--- config.mk ---
export PLATFORM = sky130hd
export DESIGN_NAME = axis_data_gen_ctrl
export DESIGN_NICKNAME = d
export VERILOG_FILES = /design/src/rtl/axis_data_gen_ctrl.sv
export SDC_FILE = /design/constraint.sdc
export NUM_CORES = 1
export LEC_CHECK = 0
export ABC_CLOCK_PERIOD_IN_PS = 6200
export BUFFER_PORTS_ARGS = -buffer_cell sky130_fd_sc_hd__buf_4
export CORE_ASPECT_RATIO = 1.75
export CORE_UTILIZATION = 45
export CTS_CLUSTER_SIZE = 24
export DETAILED_ROUTE_END_ITERATION = 7
export PLACE_DENSITY = 0.77
export SLEW_MARGIN = 5
export SYNTH_ARGS = -nofsm -noshare
export SYNTH_HDL_FRONTEND = slang
export SYNTH_SLANG_ARGS = --single-unit
--- constraint.sdc ---
create_clock -name axi_clk -period 6.2 [get_ports axi_clk]
set_clock_uncertainty 0.15 [all_clocks]
set_input_delay 0.31 -clock axi_clk [delete_from_list [all_inputs] [get_ports axi_clk]]
set_output_delay 0.31 -clock axi_clk [all_outputs]
set_load 0.1 [all_outputs]
--- src/rtl/axis_data_gen_ctrl.sv ---
// Run sequencer for the XDMA stream data generator: decodes the config
// registers into bursts of fixed-length AXI-Stream packets of counting words.
module axis_data_gen_ctrl #(
  parameter int DATA_WIDTH = 64
) (
  input  logic                    axi_clk,
  input  logic                    axi_rstn,
  input  logic [31:0]             config_reg0,
  input  logic [31:0]             config_reg1,
  input  logic [31:0]             config_reg2,
  output logic [DATA_WIDTH-1:0]   m_axis_tdata,
  output logic [DATA_WIDTH/8-1:0] m_axis_tkeep,
  output logic                    m_axis_tvalid,
  output logic                    m_axis_tlast,
  input  logic                    m_axis_tready,
  output logic                    busy,
  output logic                    done,
  output logic [31:0]             pkt_sent
);

  localparam int LANES = DATA_WIDTH / 32;
  localparam int KW    = DATA_WIDTH / 8;

  typedef enum logic [2:0] {
    IDLE, LOAD, STREAM, GAP, FIN
  } state_t;

  state_t state_q, state_d;

  logic                  start_d, pulse_q;
  logic [31:0]           beats_q, beats_d;
  logic [31:0]           count_q, count_d;
  logic [7:0]            gap_q, gap_d;
  logic                  cont_q, cont_d;
  logic [31:0]           w_q, w_d;
  logic [31:0]           beat_q, beat_d;
  logic [7:0]            gcnt_q, gcnt_d;
  logic                  stop_q, stop_d;
  logic [31:0]           pkt_q, pkt_d;
  logic                  busy_q, busy_d;
  logic                  done_q, done_d;
  logic                  valid_q, valid_d;
  logic                  last_q, last_d;
  logic [DATA_WIDTH-1:0] data_q, data_d;
  logic [KW-1:0]         keep_q, keep_d;
  logic [31:0]           beats_ld;
  logic                  hs;
  logic                  unused;

  assign unused = ^{config_reg0[31:16], config_reg0[7:3]};

  function automatic logic [DATA_WIDTH-1:0] pattern(
    input logic [31:0] base
  );
    logic [DATA_WIDTH-1:0] p;
    for (int k = 0; k < LANES; k++)
      p[k*32 +: 32] = base + 32'(k);
    return p;
  endfunction

  assign beats_ld = (config_reg1 == '0) ? 32'd1 : config_reg1;
  assign hs       = valid_q & m_axis_tready;

  always_comb begin
    state_d = state_q;
    beats_d = beats_q;
    count_d = count_q;
    gap_d   = gap_q;
    cont_d  = cont_q;
    w_d     = w_q;
    beat_d  = beat_q;
    gcnt_d  = gcnt_q;
    stop_d  = stop_q;
    pkt_d   = pkt_q;
    busy_d  = busy_q;
    done_d  = done_q;
    valid_d = valid_q;
    last_d  = last_q;
    data_d  = data_q;
    keep_d  = keep_q;

    if (busy_q && (config_reg0[2] || !config_reg0[0]))
      stop_d = 1'b1;

    unique case (state_q)
      IDLE, FIN: begin
        if (pulse_q) begin
          state_d = LOAD;
          done_d  = 1'b0;
          pkt_d   = '0;
          busy_d  = 1'b1;
        end
      end
      LOAD: begin
        stop_d  = 1'b0;
        beats_d = beats_ld;
        count_d = config_reg2;
        gap_d   = config_reg0[15:8];
        cont_d  = config_reg0[1];
        w_d     = '0;
        beat_d  = '0;
        data_d  = pattern('0);
        if (config_reg2 == '0 && !config_reg0[1]) begin
          state_d = FIN;
          done_d  = 1'b1;
          busy_d  = 1'b0;
        end else begin
          state_d = STREAM;
          valid_d = 1'b1;
          keep_d  = '1;
          last_d  = (beats_ld == 32'd1);
        end
      end
      STREAM: begin
        if (hs) begin
          w_d    = w_q + 32'(LANES);
          data_d = pattern(w_q + 32'(LANES));
          if (last_q) begin
            pkt_d  = pkt_q + 32'd1;
            beat_d = '0;
            if (stop_q || (!cont_q && pkt_q + 32'd1 == count_q)) begin
              state_d = FIN;
              done_d  = 1'b1;
              busy_d  = 1'b0;
              valid_d = 1'b0;
              keep_d  = '0;
              last_d  = 1'b0;
            end else if (gap_q != '0) begin
              state_d = GAP;
              gcnt_d  = gap_q - 8'd1;
              valid_d = 1'b0;
              keep_d  = '0;
              last_d  = 1'b0;
            end else begin
              last_d = (beats_q == 32'd1);
            end
          end else begin
            beat_d = beat_q + 32'd1;
            last_d = (beat_q + 32'd1 == beats_q - 32'd1);
          end
        end
      end
      GAP: begin
        if (stop_q) begin
          state_d = FIN;
          done_d  = 1'b1;
          busy_d  = 1'b0;
        end else if (gcnt_q == '0) begin
          state_d = STREAM;
          valid_d = 1'b1;
          keep_d  = '1;
          last_d  = (beats_q == 32'd1);
        end else begin
          gcnt_d = gcnt_q - 8'd1;
        end
      end
      default: state_d = IDLE;
    endcase
  end

  always_ff @(posedge axi_clk) begin
    if (!axi_rstn) begin
      state_q <= IDLE;
      start_d <= 1'b0;
      pulse_q <= 1'b0;
      beats_q <= 32'd1;
      count_q <= '0;
      gap_q   <= '0;
      cont_q  <= 1'b0;
      w_q     <= '0;
      beat_q  <= '0;
      gcnt_q  <= '0;
      stop_q  <= 1'b0;
      pkt_q   <= '0;
      busy_q  <= 1'b0;
      done_q  <= 1'b0;
      valid_q <= 1'b0;
      last_q  <= 1'b0;
      data_q  <= '0;
      keep_q  <= '0;
    end else begin
      state_q <= state_d;
      start_d <= config_reg0[0];
      pulse_q <= config_reg0[0] & ~start_d;
      beats_q <= beats_d;
      count_q <= count_d;
      gap_q   <= gap_d;
      cont_q  <= cont_d;
      w_q     <= w_d;
      beat_q  <= beat_d;
      gcnt_q  <= gcnt_d;
      stop_q  <= stop_d;
      pkt_q   <= pkt_d;
      busy_q  <= busy_d;
      done_q  <= done_d;
      valid_q <= valid_d;
      last_q  <= last_d;
      data_q  <= data_d;
      keep_q  <= keep_d;
    end
  end

  assign m_axis_tdata  = data_q;
  assign m_axis_tkeep  = keep_q;
  assign m_axis_tvalid = valid_q;
  assign m_axis_tlast  = last_q;
  assign busy          = busy_q;
  assign done          = done_q;
  assign pkt_sent      = pkt_q;

endmodule

# Word-level counts from Yosys, hierarchy flattened
# Cells that the tools add are included.
totals:
  in_bits: 99
  mem_bits_ro: 0
  latchBits: 0
  ff_bits: 259
  mem_count: 0
  mem_bits_rw: 0
classes:
  order_cmp: 0
  multipliers: 0
  mux: 66
  reduce_logical: 27
  shift: 0
  eq_ne: 22
  bitwise_logic: 4
  addsub: 7
  div_mod_pow: 0
op_table:
  columns: ["cell", "n"]
  rows:
  - ["two-way mux 32 bit", 7]
  - ["case mux 32 bit (2 select lines)", 3]
  - ["case mux 64 bit (2 select lines)", 1]
  - ["two-way mux 8 bit", 13]
  - ["adder 32 x 1 -> 32 bit, second input constant", 3]
  - ["equality test 32 x 1 -> 1 bit, second input constant", 2]
  - ["equality test 32 bit", 2]
  - ["logical NOT 32 bit", 2]
  - ["two-way mux 64 bit", 1]
  - ["adder 32 x 2 -> 32 bit, second input constant", 1]
  - ["subtractor 32 x 1 -> 32 bit, second input constant", 1]
  - ["two-way mux 1 bit", 26]
  - ["two-way mux 3 bit", 8]
  - ["!= test 2 bit, second input constant", 12]
  - ["case mux 8 bit (3 select lines)", 1]
  - ["AND reduction 7 bit", 3]
  - ["case mux 8 bit (2 select lines)", 1]
  - ["subtractor 8 x 1 -> 8 bit, second input constant", 2]
  - ["case mux 3 bit (4 select lines)", 1]
  - ["AND reduction 5 bit", 2]
  - ["logical NOT 8 bit", 1]
  - ["case mux 1 bit (4 select lines)", 2]
  - ["nonzero test 8 bit", 1]
  - ["equality test 3 x 2 -> 1 bit, second input constant", 2]
  - ["other kinds (16)", 28]

# Depth between registers and ports, before layout
depth:
  word_depth: 8
  mapped_depth: 14
  mapped_depth_nobuf: 11

# Worst setup path after synthesis
# OpenSTA, ideal clock, no wires.
synth_path:
  path_kind: "reg2reg"
  startpoint: "reg pkt_q[0], in the netlist pkt_sent[0]"
  endpoint: "reg gcnt_q[3]"
  synth_period_minus_slack_ps: 3898
  stages_incl_launch_ff: 12
  setup_ps: 120
  n_path_buf: 0
  setup_slack_ps: 2302
  t_arrival_ps: 3628
  cell_sequence: "dfxtp_1 -> ha_1 -> nand3_1 -> nor4_2 -> nand2_1 -> xnor2_1 -> and4_1 -> nand4_1 -> o21ai_1 -> a21oi_1 -> o221a_2 -> o31a_1"
synth_via:
  elab_chain_len: 6
synth_rtl:
  columns: ["item", "line_no", "text"]
  rows:
  - ["start: declaration", "39", "logic [31:0] pkt_q, pkt_d;"]
  - ["start signal: assignment", "193", "pkt_q <= pkt_d;"]
  - ["adder 32 x 1 -> 32 bit", "121", "if (stop_q || (!cont_q && pkt_q + 32'd1 == count_q)) begin"]
  - ["equality test 32 bit", "121", null]
  - ["logical AND 1 bit", "121", null]
  - ["logical OR 1 bit", "121", null]
  - ["!= test 2 bit (no line)", null, null]
  - ["AND reduction 7 bit (no line)", null, null]
  - ["end signal: assignment", "191", "gcnt_q <= gcnt_d;"]
  - ["end: declaration", "37", "logic [7:0] gcnt_q, gcnt_d;"]
# No other way between the ends.
# A chain may end at the register's enable or synchronous reset.

# Final worst setup path
layout_path:
  startpoint: "reg pkt_q[2], in the netlist pkt_sent[2]"
  endpoint: "reg gcnt_q[3]"
# The elaborated chain is that of the path after synthesis.

==> impl_metrics.prom <==
# TYPE chip_impl_metric gauge
chip_impl_metric{name="synth.area.mux_share",unit="%"} 0.821
chip_impl_metric{name="ir_worst_vdd",unit="uV"} 219
chip_impl_metric{name="maxSlewHeadroom",unit="%"} 28.2
chip_impl_metric{name="synth-compound-area-share",unit="%"} 17.3
chip_impl_metric{name="slew_violations",unit=""} 0
chip_impl_metric{name="synth-adder-area-share",unit="%"} 0.710
chip_impl_metric{name="finalSetupViolations",unit=""} 0
chip_impl_metric{name="synth_area_per_cell",unit="sq um"} 7.47
chip_impl_metric{name="post-dp-hpwl",unit="mm"} 28.3
chip_impl_metric{name="design.portCount",unit=""} 207
chip_impl_metric{name="ant_nets",unit=""} 0
chip_impl_metric{name="initial_utilization",unit="%"} 46.1
chip_impl_metric{name="fin_tns_setup",unit="ps"} 0
chip_impl_metric{name="wl_per_cell",unit="um"} 18.5
chip_impl_metric{name="cts_sink_cnt",unit=""} 216
chip_impl_metric{name="yosys_warnings",unit=""} 0
chip_impl_metric{name="synth_edf_count",unit=""} 0
chip_impl_info{name="yosys-top-cells-area",value="dfxtp_1 35%, xnor2_1 8.2%, nand2_1 8.0%"} 1
chip_impl_info{name="critical_path.reg2reg.startpoint",value="pkt_sent[2]"} 1
chip_impl_metric{name="clk_pin_slew_worst_setup_hold_paths",unit="ps"} 70
chip_impl_info{name="reg2reg_to",value="gcnt_q[3]"} 1
chip_impl_metric{name="gp_congestion",unit=""} 1.02
chip_impl_metric{name="area_growth",unit="%"} 23.9
chip_impl_metric{name="layout.nets",unit=""} 1938
chip_impl_metric{name="number_of_library_cell_types_mapped_by_synthesis",unit=""} 74
chip_impl_metric{name="via_count_of_the_first_global_routing_pass",unit=""} 12465
chip_impl_info{name="cts_root_buf",value="clkbuf_16"} 1
chip_impl_metric{name="cts_buffers",unit=""} 22
chip_impl_metric{name="placeableCoreArea",unit="sq um"} 26800
chip_impl_metric{name="ant_diodes",unit=""} 0
chip_impl_metric{name="die_height",unit="um"} 221
chip_impl_info{name="timing.hold.worst.class",value="in2reg"} 1
chip_impl_metric{name="max-cap-violations",unit=""} 0
chip_impl_metric{name="post_cts.repair.setup_buffers",unit=""} 0
chip_impl_metric{name="drt-initial-drc-count",unit=""} 818
chip_impl_metric{name="power_density",unit="nW/um^2"} 250
chip_impl_metric{name="final_layout_size_suffix_gt1_share",unit="%"} 13.9
chip_impl_metric{name="dieWidth",unit="um"} 127
chip_impl_info{name="synth_top_flop_cell",value="dfxtp_1"} 1
chip_impl_metric{name="postSynthRegisterBits",unit=""} 216
chip_impl_info{name="dominant_cell_by_count_in_the_synthesized_netlist",value="nand2_1"} 1
chip_impl_metric{name="synthesis.area",unit="sq um"} 12300
chip_impl_info{name="setup.worst_path.class",value="reg2reg"} 1
chip_impl_metric{name="multiInputGateArea",unit="sq um"} 7490
chip_impl_metric{name="grt_first_pass_wirelength",unit="mm"} 64.3
chip_impl_metric{name="worst_r2r_path_depth",unit=""} 10
chip_impl_metric{name="max_slew.worst_pin.slew",unit="ps"} 1070
chip_impl_info{name="tritoncts",value="yes"} 1
chip_impl_metric{name="synth_xor_area_share",unit="%"} 11.5
chip_impl_metric{name="timing.final.ws_setup",unit="ps"} 1750
chip_impl_metric{name="yosys.area.top_type_share",unit="%"} 35.0
chip_impl_metric{name="register_area",unit="sq um"} 4320
chip_impl_info{name="synthTopCellsByCount",value="262 x nand2_1, 216 x dfxtp_1, 168 x a21oi_1, 167 x nor2_1, 116 x xnor2_1"} 1
chip_impl_metric{name="route.vias.total",unit=""} 12981
chip_impl_metric{name="dp_slack",unit="ps"} 1870
chip_impl_metric{name="critical_path_peak_fanout",unit=""} 13
chip_impl_metric{name="worst_skew_pair.late_latency",unit="ps"} 540
chip_impl_metric{name="cp.arrival",unit="ps"} 4720
chip_impl_info{name="crit_start",value="pkt_sent[2]"} 1
chip_impl_metric{name="fp.dieArea",unit="sq um"} 28100
chip_impl_metric{name="grt_start_max_net_pins",unit=""} 98
chip_impl_info{name="synth_top_family_by_area",value="simple AND/OR/NAND/NOR gates"} 1
chip_impl_info{name="synth_area_leader_cell",value="dfxtp_1"} 1
chip_impl_metric{name="via_per_inst",unit=""} 5.88
chip_impl_metric{name="async_reset_ff_share",unit="%"} 0
chip_impl_metric{name="port_buffers",unit=""} 184
chip_impl_info{name="rsz_0062_raised_after_global_routing",value="no"} 1
chip_impl_metric{name="cellLeakagePower",unit="uW"} 0.00570
chip_impl_metric{name="mappedNetlistNets",unit=""} 1759
chip_impl_metric{name="track_usage",unit="%"} 28.7
chip_impl_metric{name="route.detailed.drc",unit=""} 0
chip_impl_info{name="run_status",value="complete, no violations"} 1
chip_impl_metric{name="reg2reg_setup_slack",unit="ps"} 1750
chip_impl_metric{name="peak_freq",unit="MHz"} 225
chip_impl_metric{name="globalRouteOverflowTotal",unit=""} 0
chip_impl_metric{name="grt_antenna_before_repair",unit=""} 0
chip_impl_info{name="worstSetupEndpointType",value="flip-flop"} 1
chip_impl_metric{name="htreeDepth",unit=""} 1
chip_impl_metric{name="synth_sequential_area_ratio",unit="%"} 35.0
chip_impl_metric{name="finalHoldViolCount",unit=""} 0
chip_impl_metric{name="syn_inst",unit=""} 1653
chip_impl_metric{name="max-clock-path-buffers",unit=""} 3
chip_impl_metric{name="wirelength",unit="mm"} 40.8
chip_impl_metric{name="fin_crit_sh",unit="%"} 71.8
chip_impl_info{name="crit_end",value="gcnt_q[3]"} 1
chip_impl_metric{name="fillCellCount",unit=""} 2403
chip_impl_info{name="critical_path.startpoint_type",value="flip-flop"} 1
chip_impl_metric{name="min_period",unit="ps"} 4450
chip_impl_metric{name="synth_simple_gate_area_share",unit="%"} 30.1
chip_impl_metric{name="worst_ep_required_time",unit="ps"} 6470
chip_impl_metric{name="placement_rows",unit=""} 79
chip_impl_metric{name="drt_pre_antenna_iters",unit=""} 7
-- registers in the layout, summed over array words and instances, names as in the netlist --
signal,count
count_q,32
busy,1
pulse_q,1
stop_q,1
state_q,3
beats_q,32
gcnt_q,8
pkt_sent,32
cont_q,1
start_d,1
m_axis_tlast,1
m_axis_tkeep,1
beat_q,32
m_axis_tdata,61
gap_q,8
done,1
-- kinds of logic (layout without fill, tap and decap cells) --
family / after synthesis / count (layout)
simple gates: 769 / 769
compound gates: 356 / 356
flops: 216 / 216
xor+xnor: 161 / 161
buf+inv: 133 / 325
mux: 10 / 10
fa+ha+maj: 7 / 7
other cells: 1 / 1
-- layout by cell type (no fill, tap or decap), drive strengths merged, types with 41 or more instances in the layout --
| cell | synthesis | final |
|---|---|---|
| nand4 | 42 | 42 |
| a21oi | 168 | 168 |
| nor3 | 66 | 66 |
| nor4 | 41 | 41 |
| dfxtp | 216 | 216 |
| nor2 | 167 | 167 |
| xnor2 | 116 | 116 |
| buf | 25 | 198 |
| nand2 | 262 | 262 |
| dlygate4sd3 | 0 | 75 |
| nand3 | 71 | 71 |
| o21ai | 69 | 69 |
| xor2 | 44 | 44 |
-- worst min-delay path by stage --
stage	startpoint	end	depth (start not counted)
after floorplan	start_d	pulse_q	1
after global placement	start_d	pulse_q	1
after detailed placement	start_d	pulse_q	1
after CTS	axi_rstn	gcnt_q[2]	2
after global routing	axi_rstn	gcnt_q[2]	2
final	axi_rstn	gcnt_q[2]	2
-- power breakdown --
part / internal [uW] / switching, uW / total [uW]
Clock: 795 / 561 / 1360
Combinational: 327 / 595 / 922
Sequential: 1450 / 89.8 / 1540
Total: 2570 / 1250 / 3820
-- area by class of cell --
type / count / share of cell area, %
tap: 364 / 2.98
clock buffer: 32 / 4.18
inverter: 15 / 0.385
sequential: 216 / 28.3
timing repair buffer: 273 / 14.6
multi-input combinational: 1304 / 49.0
clock inverter: 5 / 0.516
-- stage by stage --
step	instances	area, sq um	hold slack (ps)	total power [uW]	util (%)
floorplan	1653	12300	217	2200	-
global route	2209	15300	25.0	3960	57.1
global placement	2097	13800	227	2420	51.6
CTS	2209	15300	4.65	3820	57.1
detailed placement	2097	13800	231	2440	51.6
finish	2209	15300	23.4	3820	57.1
-- metal layers --
metal / up-vias / part of all wire [%] / GRT usage, %
li1: 6179 / - / -
met1: 6100 / 35 / 28.4
met2: 517 / 52 / 53.1
met3: 185 / 4.8 / 3.99
met4: 0 / 8.0 / 21.9
met5: - / 0 / 0
-- critical path, stage by stage, from the launching register on --
cell and delay, ps:
dfxtp_1 520, nand3_1 240, nor2_1 800, nand4_1 400
xor2_1 270, o2bb2a_1 300, nand4_1 100, o21ai_1 160
a21oi_1 870, a21boi_0 210, o31a_1 330
-- repair_timing --
action | CTS | global route
hold buffers | 75 | 0
hold endpoints to repair | 76 | 0
gates resized for setup | 0 | 0
Power figures use the tool's default switching activity.
